<file path="src/rtl/uart_tx_queue.sv">
// Byte FIFO feeding uart_tx one byte per frame, paced by an internal frame timer.
// Optional occupancy port `level` is enabled by defining UART_TXQ_LEVEL_EN.
module uart_tx_queue #(
  parameter int FREQ     = 200,
  parameter int BAUD     = 25,
  parameter int DEPTH    = 8,
  parameter int GAP_BITS = 0
) (
  input  logic                     clk,
  input  logic                     rst,
  input  logic [7:0]               wr_data,
  input  logic                     wr_valid,
  output logic                     wr_ready,
  output logic [7:0]               tx_data,
  output logic                     tx_enable,
`ifdef UART_TXQ_LEVEL_EN
  output logic [$clog2(DEPTH):0]   level,
`endif
  output logic                     busy
);

  localparam int AW           = $clog2(DEPTH);
  localparam int PW           = AW + 1;
  localparam int CLKS_PER_BIT = FREQ / BAUD;
  localparam int FRAME_CYCLES = CLKS_PER_BIT * (10 + GAP_BITS);
  localparam int CNT_W        = $clog2(FRAME_CYCLES + 1);

  generate
    if (CLKS_PER_BIT < 1) begin : g_bad_baud
      $error("uart_tx_queue: FREQ/BAUD must be at least 1");
    end
    if ((DEPTH < 2) || ((DEPTH & (DEPTH - 1)) != 0)) begin : g_bad_depth
      $error("uart_tx_queue: DEPTH must be a power of 2 and >= 2");
    end
  endgenerate

  typedef enum logic [1:0] {IDLE, SEND, WAIT} state_t;

  logic [7:0]       mem [DEPTH];
  logic [PW-1:0]    wr_ptr_reg;
  logic [PW-1:0]    rd_ptr_reg;
  logic [CNT_W-1:0] cnt_reg;
  logic [7:0]       tx_data_reg;
  logic             tx_enable_reg;
  state_t           state_reg;

  logic full;
  logic empty;
  logic push;
  logic pop;

  assign empty = (wr_ptr_reg == rd_ptr_reg);
  assign full  = (wr_ptr_reg[AW] != rd_ptr_reg[AW]) &&
                 (wr_ptr_reg[AW-1:0] == rd_ptr_reg[AW-1:0]);

  assign wr_ready = !full && !rst;
  assign push     = wr_valid && wr_ready;
  // A byte leaves the FIFO only when the line is free: from IDLE, or as the frame timer expires.
  assign pop      = !empty && ((state_reg == IDLE) ||
                               ((state_reg == WAIT) && (cnt_reg == '0)));

  assign tx_data   = tx_data_reg;
  assign tx_enable = tx_enable_reg;
  assign busy      = (state_reg != IDLE) || !empty;

  // Storage carries no reset so it can map onto block RAM.
  always_ff @(posedge clk) begin
    if (push) begin
      mem[wr_ptr_reg[AW-1:0]] <= wr_data;
    end
  end

  always_ff @(posedge clk) begin
    if (rst) begin
      state_reg     <= IDLE;
      wr_ptr_reg    <= '0;
      rd_ptr_reg    <= '0;
      cnt_reg       <= '0;
      tx_data_reg   <= 8'h00;
      tx_enable_reg <= 1'b0;
    end else begin
      tx_enable_reg <= 1'b0;
      if (push) begin
        wr_ptr_reg <= wr_ptr_reg + PW'(1);
      end
      if (pop) begin
        rd_ptr_reg    <= rd_ptr_reg + PW'(1);
        tx_data_reg   <= mem[rd_ptr_reg[AW-1:0]];
        tx_enable_reg <= 1'b1;
      end
      case (state_reg)
        IDLE: begin
          if (pop) begin
            state_reg <= SEND;
          end
        end
        SEND: begin
          // SEND plus the final WAIT cycle at zero make up the remaining two cycles of the frame.
          cnt_reg   <= CNT_W'(FRAME_CYCLES - 2);
          state_reg <= WAIT;
        end
        WAIT: begin
          if (cnt_reg != '0) begin
            cnt_reg <= cnt_reg - CNT_W'(1);
          end else if (pop) begin
            state_reg <= SEND;
          end else begin
            state_reg <= IDLE;
          end
        end
        default: begin
          state_reg <= IDLE;
        end
      endcase
    end
  end

`ifdef UART_TXQ_LEVEL_EN
  logic [PW-1:0] level_reg;

  always_ff @(posedge clk) begin
    if (rst) begin
      level_reg <= '0;
    end else begin
      case ({push, pop})
        2'b10:   level_reg <= level_reg + PW'(1);
        2'b01:   level_reg <= level_reg - PW'(1);
        default: level_reg <= level_reg;
      endcase
    end
  end

  assign level = level_reg;
`endif

endmodule

</file>
<file path="config.mk">
export PLATFORM = sky130hd
export DESIGN_NAME = uart_tx_queue
export DESIGN_NICKNAME = d
export VERILOG_FILES = /design/src/rtl/uart_tx_queue.sv
export SDC_FILE = /design/constraint.sdc
export NUM_CORES = 1
export LEC_CHECK = 0
export BUFFER_PORTS_ARGS = -buffer_cell sky130_fd_sc_hd__buf_2
export CORE_ASPECT_RATIO = 0.75
export CORE_UTILIZATION = 30
export DETAILED_ROUTE_END_ITERATION = 8
export GPL_TIMING_DRIVEN = 0
export HOLD_SLACK_MARGIN = 0.1
export SYNTH_ARGS = -nofsm -noshare
export SYNTH_HDL_FRONTEND = slang
export SYNTH_SLANG_ARGS = --single-unit
</file>
<file path="constraint.sdc">
create_clock -name clk -period 2 [get_ports clk]
set_input_delay 0.4 -clock clk [delete_from_list [all_inputs] [get_ports clk]]
set_output_delay 0.4 -clock clk [all_outputs]
set_load 0.02 [all_outputs]
</file>
**After elaboration in Yosys (flattened, before gate mapping)**

Memories as Yosys holds them, arrays and structs flattened. A register that Yosys moved wholly into a read port is not among the register bits.
Index checks and enable logic that the tools add are counted.

- Add/sub/neg operators: 3
- Equal/unequal tests: 8
- Multiplexer cells: 9
- Reductions and logical operators: 17

Operators by type and width:

| kind | count |
|---|---|
| $pmux 7 s2 | 1 |
| $add 4x1->4 const B | 2 |
| $logic_not 7->1 | 1 |
| $mux 7 | 1 |
| $reduce_bool 7->1 | 1 |
| $sub 7x1->7 const B | 1 |
| $pmux 2 s3 | 1 |
| $logic_and 1x1->1 | 5 |
| $eq 4x4->1 | 1 |
| $mux 1 | 4 |
| $mux 2 | 2 |
| $ne 2x2->1 const B | 2 |
| $reduce_and 2->1 | 2 |
| $reduce_bool 2->1 | 2 |
| $eq 3x3->1 | 1 |
| $logic_not 1->1 | 3 |
| $eq 2x1->1 const B | 1 |
| $eq 2x2->1 const B | 1 |
| $logic_not 2->1 | 1 |
| $logic_or 1x1->1 | 2 |
| $ne 2x1->1 const B | 1 |
| $ne 1x1->1 | 1 |

- Register bits after elaboration: 18
- Bits in writable memories: 64
- Input bits: 11
- Output and inout bits: 11
- Memories: 1

Memory list:

| name | depth | bits a word | read ports | clocked after memory_dff | write ports | line | source |
|---|---|---|---|---|---|---|---|
| mem | 8 | 8 | 1 | 1 | 1 | 39 | `logic [7:0] mem [DEPTH];` |

**Depth between registers and ports, before layout**

Gate-level depths: netlist of run 1.

- Depth after elaboration: 7
- Mapped depth: 7
- Depth with buffers taken out: 6

**Worst setup path before layout of run 1**

OpenSTA, ideal clock, no wires.

- Kind: input to register
- Start: in rst
- End: mem mem[0][0] (enable)
- Setup time: 383 ps
- Arrival time: 1749 ps
- Required time: 1617 ps
- Path slack: -132 ps
- Cell stages on the path: 5
- Path buffers: 1
- Path through: clkbuf_1 nand2b_1 a41oi_2 nand2b_1 nor3_1

- Cells in the longest elaborated chain, start to end: 5

RTL lines:

| what | line | source |
|---|---|---|
| from (decl) | 10 | `input logic rst,` |
| $logic_not 1->1 | 56 | `assign wr_ready = !full && !rst;` |
| $logic_and 1x1->1 | 56 |  |
| $logic_and 1x1->1 | 57 | `assign push = wr_valid && wr_ready;` |
| $mux 1 | 68 | `if (push) begin` |
| $mux 1 (not written as such) | 69 | `mem[wr_ptr_reg[AW-1:0]] <= wr_data;` |
| to (decl) | 39 |  |

Every way passes these cells.

**Final worst setup path of run 1**

- Start: reg wr_ptr_reg[2]
- End: mem mem[1][7] (enable)

- Cells in the longest elaborated chain, start to end: 7

RTL lines:

| what | line | source |
|---|---|---|
| from (decl) | 40 | `logic [PW-1:0] wr_ptr_reg;` |
| from (signal assigned) | 84 | `wr_ptr_reg <= wr_ptr_reg + PW'(1);` |
| $eq 3x3->1 | 54 | `(wr_ptr_reg[AW-1:0] == rd_ptr_reg[AW-1:0]);` |
| $logic_and 1x1->1 | 53 | `assign full = (wr_ptr_reg[AW] != rd_ptr_reg[AW]) &&` |
| $logic_not 1->1 | 56 |  |
| $logic_and 1x1->1 | 56 |  |
| $logic_and 1x1->1 | 57 |  |
| $mux 1 | 68 |  |
| $mux 1 (not written as such) | 69 |  |

Parallel ways exist; a longest one is shown, timed or not.

==> impl_metrics.toml, run 1 <==
[run_status]
outcome = "completed"

[cts]
cts_buffer_depth = 2
clk_pin_slew_worst_paths_ps = 60
numCtsBuffers = 9
clk_latency_ps = 340
cts_tree = "yes"
h-tree-depth = 3
cts_root_buf = "clkbuf_16"
cts-hold-fix-buffers = 0
cts_sinks = 90

[sta]
setup_viol = 0
fin_worst_skew_ps = 6.35
hold_violations = 0
setup_ws_ps = 5.39
period_share = 0.997
drv_slew = 0
relSlewSlack = 0.658
setup_tns_ps = 0
tightest_slew_ps = 513
rsz0062_at_grt = "yes"
max_freq_ghz = 0.501
min_period_ps = 1990
hold_slack_ps = 336

[placed_design]
post-place-cells = 444
place.port_buffers = 20
place_ws_ps = -452
gp_congestion = 0.804
dp_hpwl_um = 5090

[floorplanning]
initial_utilization = 0.307
die_w_um = 131
io_pins = 22
dieArea_um2 = 13000
core_um2 = 12300
placementRows = 35
die_h_um = 99.1

[critical_path]
crit_path_end_kind = "flip-flop"
cp-start-kind = "flip-flop"
worst-path-max-fanout = 9
cpMaxStageDelayCell = "a41oi_2"
cp.arrival_ps = 2050
crit_path_cell_trace = "buf_6 -> xnor2_4 -> a41oi_2 -> nand2_1 -> nor3_4 -> buf_12"
slowest_delay_ps = 390
crit_required_ps = 2050
crit_type = "flip-flop to flip-flop"

[job]
max_cap_violations = 0

[detailed_routing]
drc = 0
top_layer = "met4"
routed_wl_um = 7860
post_drt_wl_per_cell_um = 16.7
drt_first_iter_violations = 179
vias = 2276
wl_met1_um = 3770
dr_wl_met2_um = 3660
ant_nets = 0
via_per_inst = 4.83
wl_met3_um = 339
dr.pass1.iters = 4

[hold_path]
min_path_type = "input pin to flip-flop"

[power_and_ir_drop]
leakagePower_nw = 1.60
internal_power_mw = 3.95
switching_share = 0.345
powerDensity_nw_per_um2 = 1290
p_seq_frac = 0.387
p_switching_mw = 2.08
ir_worst_vdd_mv = 0.549
comb_power_share = 0.359
clock_power_share = 0.254

[cells_and_area]
nets = 315
largest_reg_flops = 64
drive_above_1_share = 0.302
diodes = 0
finalNonFillerCells = 471
areaGrowthSynthToFinish_pct = 23.8

[logic_synthesis]
syn_nets = 273
synth_edf_count = 64
yosysWarnings = 0
synthesis.area_um2 = 3770
async_reset_ff_frac = 0
synth-seq-cells = 90
synthCells = 258
avgSynthCellArea_um2 = 14.6
synth-main-ff-cell = "edfxtp_1"
synth_cell_types = 44
ys_seq_area_frac = 0.648

[global_route]
grtUsageTotal = 0.129
grt_max_degree = 16
grt_overflow = 0
grt_pass1_wl_um = 12400
grt_pass1_vias = 2184
antenna_found_initial = 0
[cell usage in the layout, fill, tap and decap left out, types with 7 or more instances in the layout]
cell type	netlist	routed
edfxtp_1	64	64
dfxtp_1	26	24
buf_2	4	22
a21oi_1	20	20
nand2_1	19	19
mux4_2	16	16
nor2_1	14	9
clkbuf_16	0	9
mux2i_1	8	8
inv_1	7	7
buf_6	2	7
buf_12	0	7
[timing repair]
item / CTS / global route
setup endpoints to repair: 57 / 41
pin swaps: 8 / 5
buffers inserted: 9 / 2
resized for setup: 22 / 8
[final timing paths]
check                             start                         end  slack [ps]  cells past startpoint
max          wr_ptr_reg[2]$_SDFFE_PP0P_         mem[1][7]$_DFFE_PP_           5                      6
min                          wr_data[2]         mem[2][2]$_DFFE_PP_         340                      1
max reg2reg  wr_ptr_reg[2]$_SDFFE_PP0P_         mem[1][7]$_DFFE_PP_           5                      6
min reg2reg  wr_ptr_reg[3]$_SDFFE_PP0P_  wr_ptr_reg[3]$_SDFFE_PP0P_         520                      1
[cell type report]
type	count	area (µm²)
Clock buffer	9	225
Tap cell	166	208
Inverter	8	30.0
Timing Repair Buffer	31	277
Fill cell	1163	7600
Clock inverter	7	42.5
Buffer	15	109
Sequential cell	90	2440
Multi-Input combinational cell	145	1330
[power by group through the flow]
stage	Sequential, mW	Clock (mW)	Combinational [mW]
6_report	2.34	1.53	2.17
5_1_grt	2.36	1.66	2.35
4_1_cts	2.33	1.57	2.10
3_5_place_dp	2.37	0	1.99
3_3_place_gp	2.36	0	1.94
2_1_floorplan	2.45	0	1.38
[routing by layer]
metal	up-vias	GRT usage
li1	1074	-
met1	1145	0.174
met2	48	0.195
met3	9	0.0442
met4	0	0.0403
met5	-	0
[cell families (layout without fill, tap and decap cells)]
family / count (synthesis) / count (layout) / synth area share
mux: 25 / 25 / 0.120
xor+xnor: 4 / 4 / 0.0133
flops: 90 / 90 / 0.648
buf+inv: 23 / 70 / 0.0322
simple gates: 65 / 65 / 0.0906
fa+ha+maj: 4 / 4 / 0.0133
compound gates: 47 / 47 / 0.0827
[synthesized netlist by cell type, drive strengths merged, types with 2 or more instances]
cell type	instances	area (µm²)
mux4	16	360
clkbuf	5	18.8
nand3	5	25.0
a21oi	20	100
a41oi	2	25.0
a311oi	5	43.8
or3	2	12.5
buf	10	72.6
o21ai	5	25.0
inv	8	30.0
a31o	2	17.5
nor3	8	45.0
nand4	3	18.8
nor2	15	58.8
nor2b	3	18.8
nand2	19	71.3
xnor2	3	41.3
ha	4	50.1
edfxtp	64	1920
dfxtp	26	521
mux2i	8	80.1
a211oi	6	45.0
nand2b	5	31.3
[critical path: cells and delay by family (launching register included)]
kind            cells  cell delay (ps)
buf+inv             2              310
flops               1              310
simple gates        2              560
xor+xnor            1              140
compound gates      1              390
[per-stage QoR]
step | total power [mW] | instance area (µm²) | utilization
final | 6.04 | 4660 | 0.380
after CTS | 6.01 | 4590 | 0.374
after detailed placement | 4.35 | 4090 | 0.333
after global routing | 6.38 | 4660 | 0.380
after floorplan | 3.83 | 3780 | -
after global placement | 4.30 | 4090 | 0.333
(Power assumes the default switching activity.)
==> run 2: changes to the inputs <==
CAP_MARGIN = 10   (was unset)
CTS_BUF_LIST = sky130_fd_sc_hd__clkbuf_2 sky130_fd_sc_hd__clkbuf_4 sky130_fd_sc_hd__clkbuf_8   (was unset)
SLEW_MARGIN = 0   (was unset)
==> impl_metrics.toml, run 2 (same netlist as run 1, synthesis figures left out) <==
[critical_path]
reg2reg_depth = 6
worst-path-buf-inv = 3
cp-start-kind = "flip-flop"
crit_path_cell_trace = "buf_6 -> xnor2_4 -> and4b_1 -> buf_6 -> nand3_4 -> buf_6"
crit_required_ps = 1600
crit_path_end_kind = "output pin"
regToRegStartpoint = "rd_ptr_reg[2]$_SDFFE_PP0P_"
r2r-end = "mem[0][5]$_DFFE_PP_"
cpMaxStageDelayCell = "dfxtp_2"
slowest_delay_ps = 320
worst-path-max-fanout = 5
critical_path.most_common_cell = "buf_6"
crit_type = "flip-flop to output pin"
startpoint = "rd_ptr_reg[2]$_SDFFE_PP0P_"
crit_family = "buffers and inverters"
cp.arrival_ps = 1600
r2r_slack_ps = 70

[detailed_routing]
top_layer = "met4"
drt_first_iter_violations = 161
ant_nets = 0
post_drt_wl_per_cell_um = 16.5
drc = 0
via_per_inst = 4.83
wl_met1_um = 3720
routed_wl_um = 7820
dr.pass1.iters = 4
wl_met3_um = 332
vias = 2293
dr_wl_met2_um = 3690

[global_route]
grt_overflow = 0
grt_pass1_vias = 2208
grtUsageTotal = 0.130
grt_max_degree = 16
antenna_found_initial = 0
grt_pass1_wl_um = 12400

[cells_and_area]
largest_reg_flops = 64
multi_input_area_um2 = 1340
fillers = 1179
diodes = 0
finalNonFillerCells = 475
layout_commonest_cell = "edfxtp_1"
final_cell_mix = "edfxtp_1 (64), buf_2 (22), dfxtp_1 (21)"
nets = 319
final_area_um2 = 4540
areaGrowthSynthToFinish_pct = 20.6
seqCellArea_um2 = 2450
final_util = 0.371
drive_above_1_share = 0.324

[placed_design]
place_ws_ps = -452
gp_congestion = 0.804
post-place-cells = 444
place.port_buffers = 20
placed_area_um2 = 4090
dp_hpwl_um = 5090

[cts]
cts-hold-fix-buffers = 0
cts_buffer_depth = 2
clk_latency_ps = 360
cts_sinks = 90
numCtsBuffers = 9
h-tree-depth = 3
clk_pin_slew_worst_paths_ps = 90
cts_tree = "yes"
cts_root_buf = "clkbuf_8"

[sta]
max_freq_ghz = 0.501
setup_ws_ps = 4.27
rsz0062_at_grt = "yes"
drv_slew = 0
hold_violations = 0
min_period_ps = 2000
setup_viol = 0
relSlewSlack = 0.640
tightest_slew_ps = 540
fin_worst_skew_ps = 7.60
period_share = 0.998
setup_tns_ps = 0
hold_slack_ps = 305

[power_and_ir_drop]
powerDensity_nw_per_um2 = 1230
clock_power_share = 0.195
p_switching_mw = 2.04
comb_power_share = 0.386
ir_worst_vdd_mv = 0.401
switching_share = 0.363
internal_power_mw = 3.57
power_mw = 5.61
p_seq_frac = 0.419
leakagePower_nw = 1.56

[floorplanning]
core_um2 = 12300
io_pins = 22
die_w_um = 131
dieArea_um2 = 13000
die_h_um = 99.1
placementRows = 35
initial_utilization = 0.307

[hold_path]
holdCritStartpoint = "wr_data[0]"
min_path_type = "input pin to flip-flop"
whs_endpoint = "mem[3][0]$_DFFE_PP_"
hold-path-cell-count = 1

[run_status]
outcome = "completed"

[job]
max_cap_violations = 0
==> run 2: cell types whose count changed in the layout (fill, tap and decap cells not counted), sizes merged <==
cell | previous run | this run
buf | 41 | 45
==> run 2: worst register-to-register path, stage by stage (launching register included) <==
cell      delay [ps]
dfxtp_2          320
buf_6            130
xnor2_4          150
a41oi_2          400
nand2b_2         250
nor3_4           220
buf_4            180
==> run 2: power groups by stage <==
stage               sequential [mW]  combinational [mW]  clock (mW)
floorplan                      2.45                1.38           0
global route                   2.38                2.35        1.22
detailed placement             2.37                1.99           0
finish                         2.35                2.17        1.09
CTS                            2.33                2.11        1.13
global placement               2.36                1.94           0
==> run 2: per-layer routing <==
| layer | GRT usage | vias up |
|---|---|---|
| li1 | - | 1083 |
| met1 | 0.171 | 1166 |
| met2 | 0.201 | 36 |
| met3 | 0.0494 | 8 |
| met4 | 0.0313 | 0 |
| met5 | 0 | - |
==> run 2: final cells by class <==
cell class | instances | area share
Tap cell | 166 | 0.0457
Multi-Input combinational cell | 145 | 0.295
Timing Repair Buffer | 36 | 0.0553
Sequential cell | 90 | 0.539
Clock inverter | 7 | 0.00936
Inverter | 8 | 0.00661
Clock buffer | 9 | 0.0273
Buffer | 14 | 0.0215
==> run 2: timing repair <==
action / 4_1_cts / 5_1_grt
pin swaps: 8 / 5
endpoints found under the setup margin: 57 / 41
resized for setup: 24 / 11
setup buffers: 11 / 5
==> run 2: worst max path at each step <==
stage,endpoint,slack (ps),cells past startpoint
CTS,busy,-0.5,6
global placement,mem[2][3]$_DFFE_PP_,-410,5
global route,busy,-60,6
floorplan,mem[2][0]$_DFFE_PP_,80,5
finish,busy,4,6
detailed placement,mem[2][3]$_DFFE_PP_,-450,5
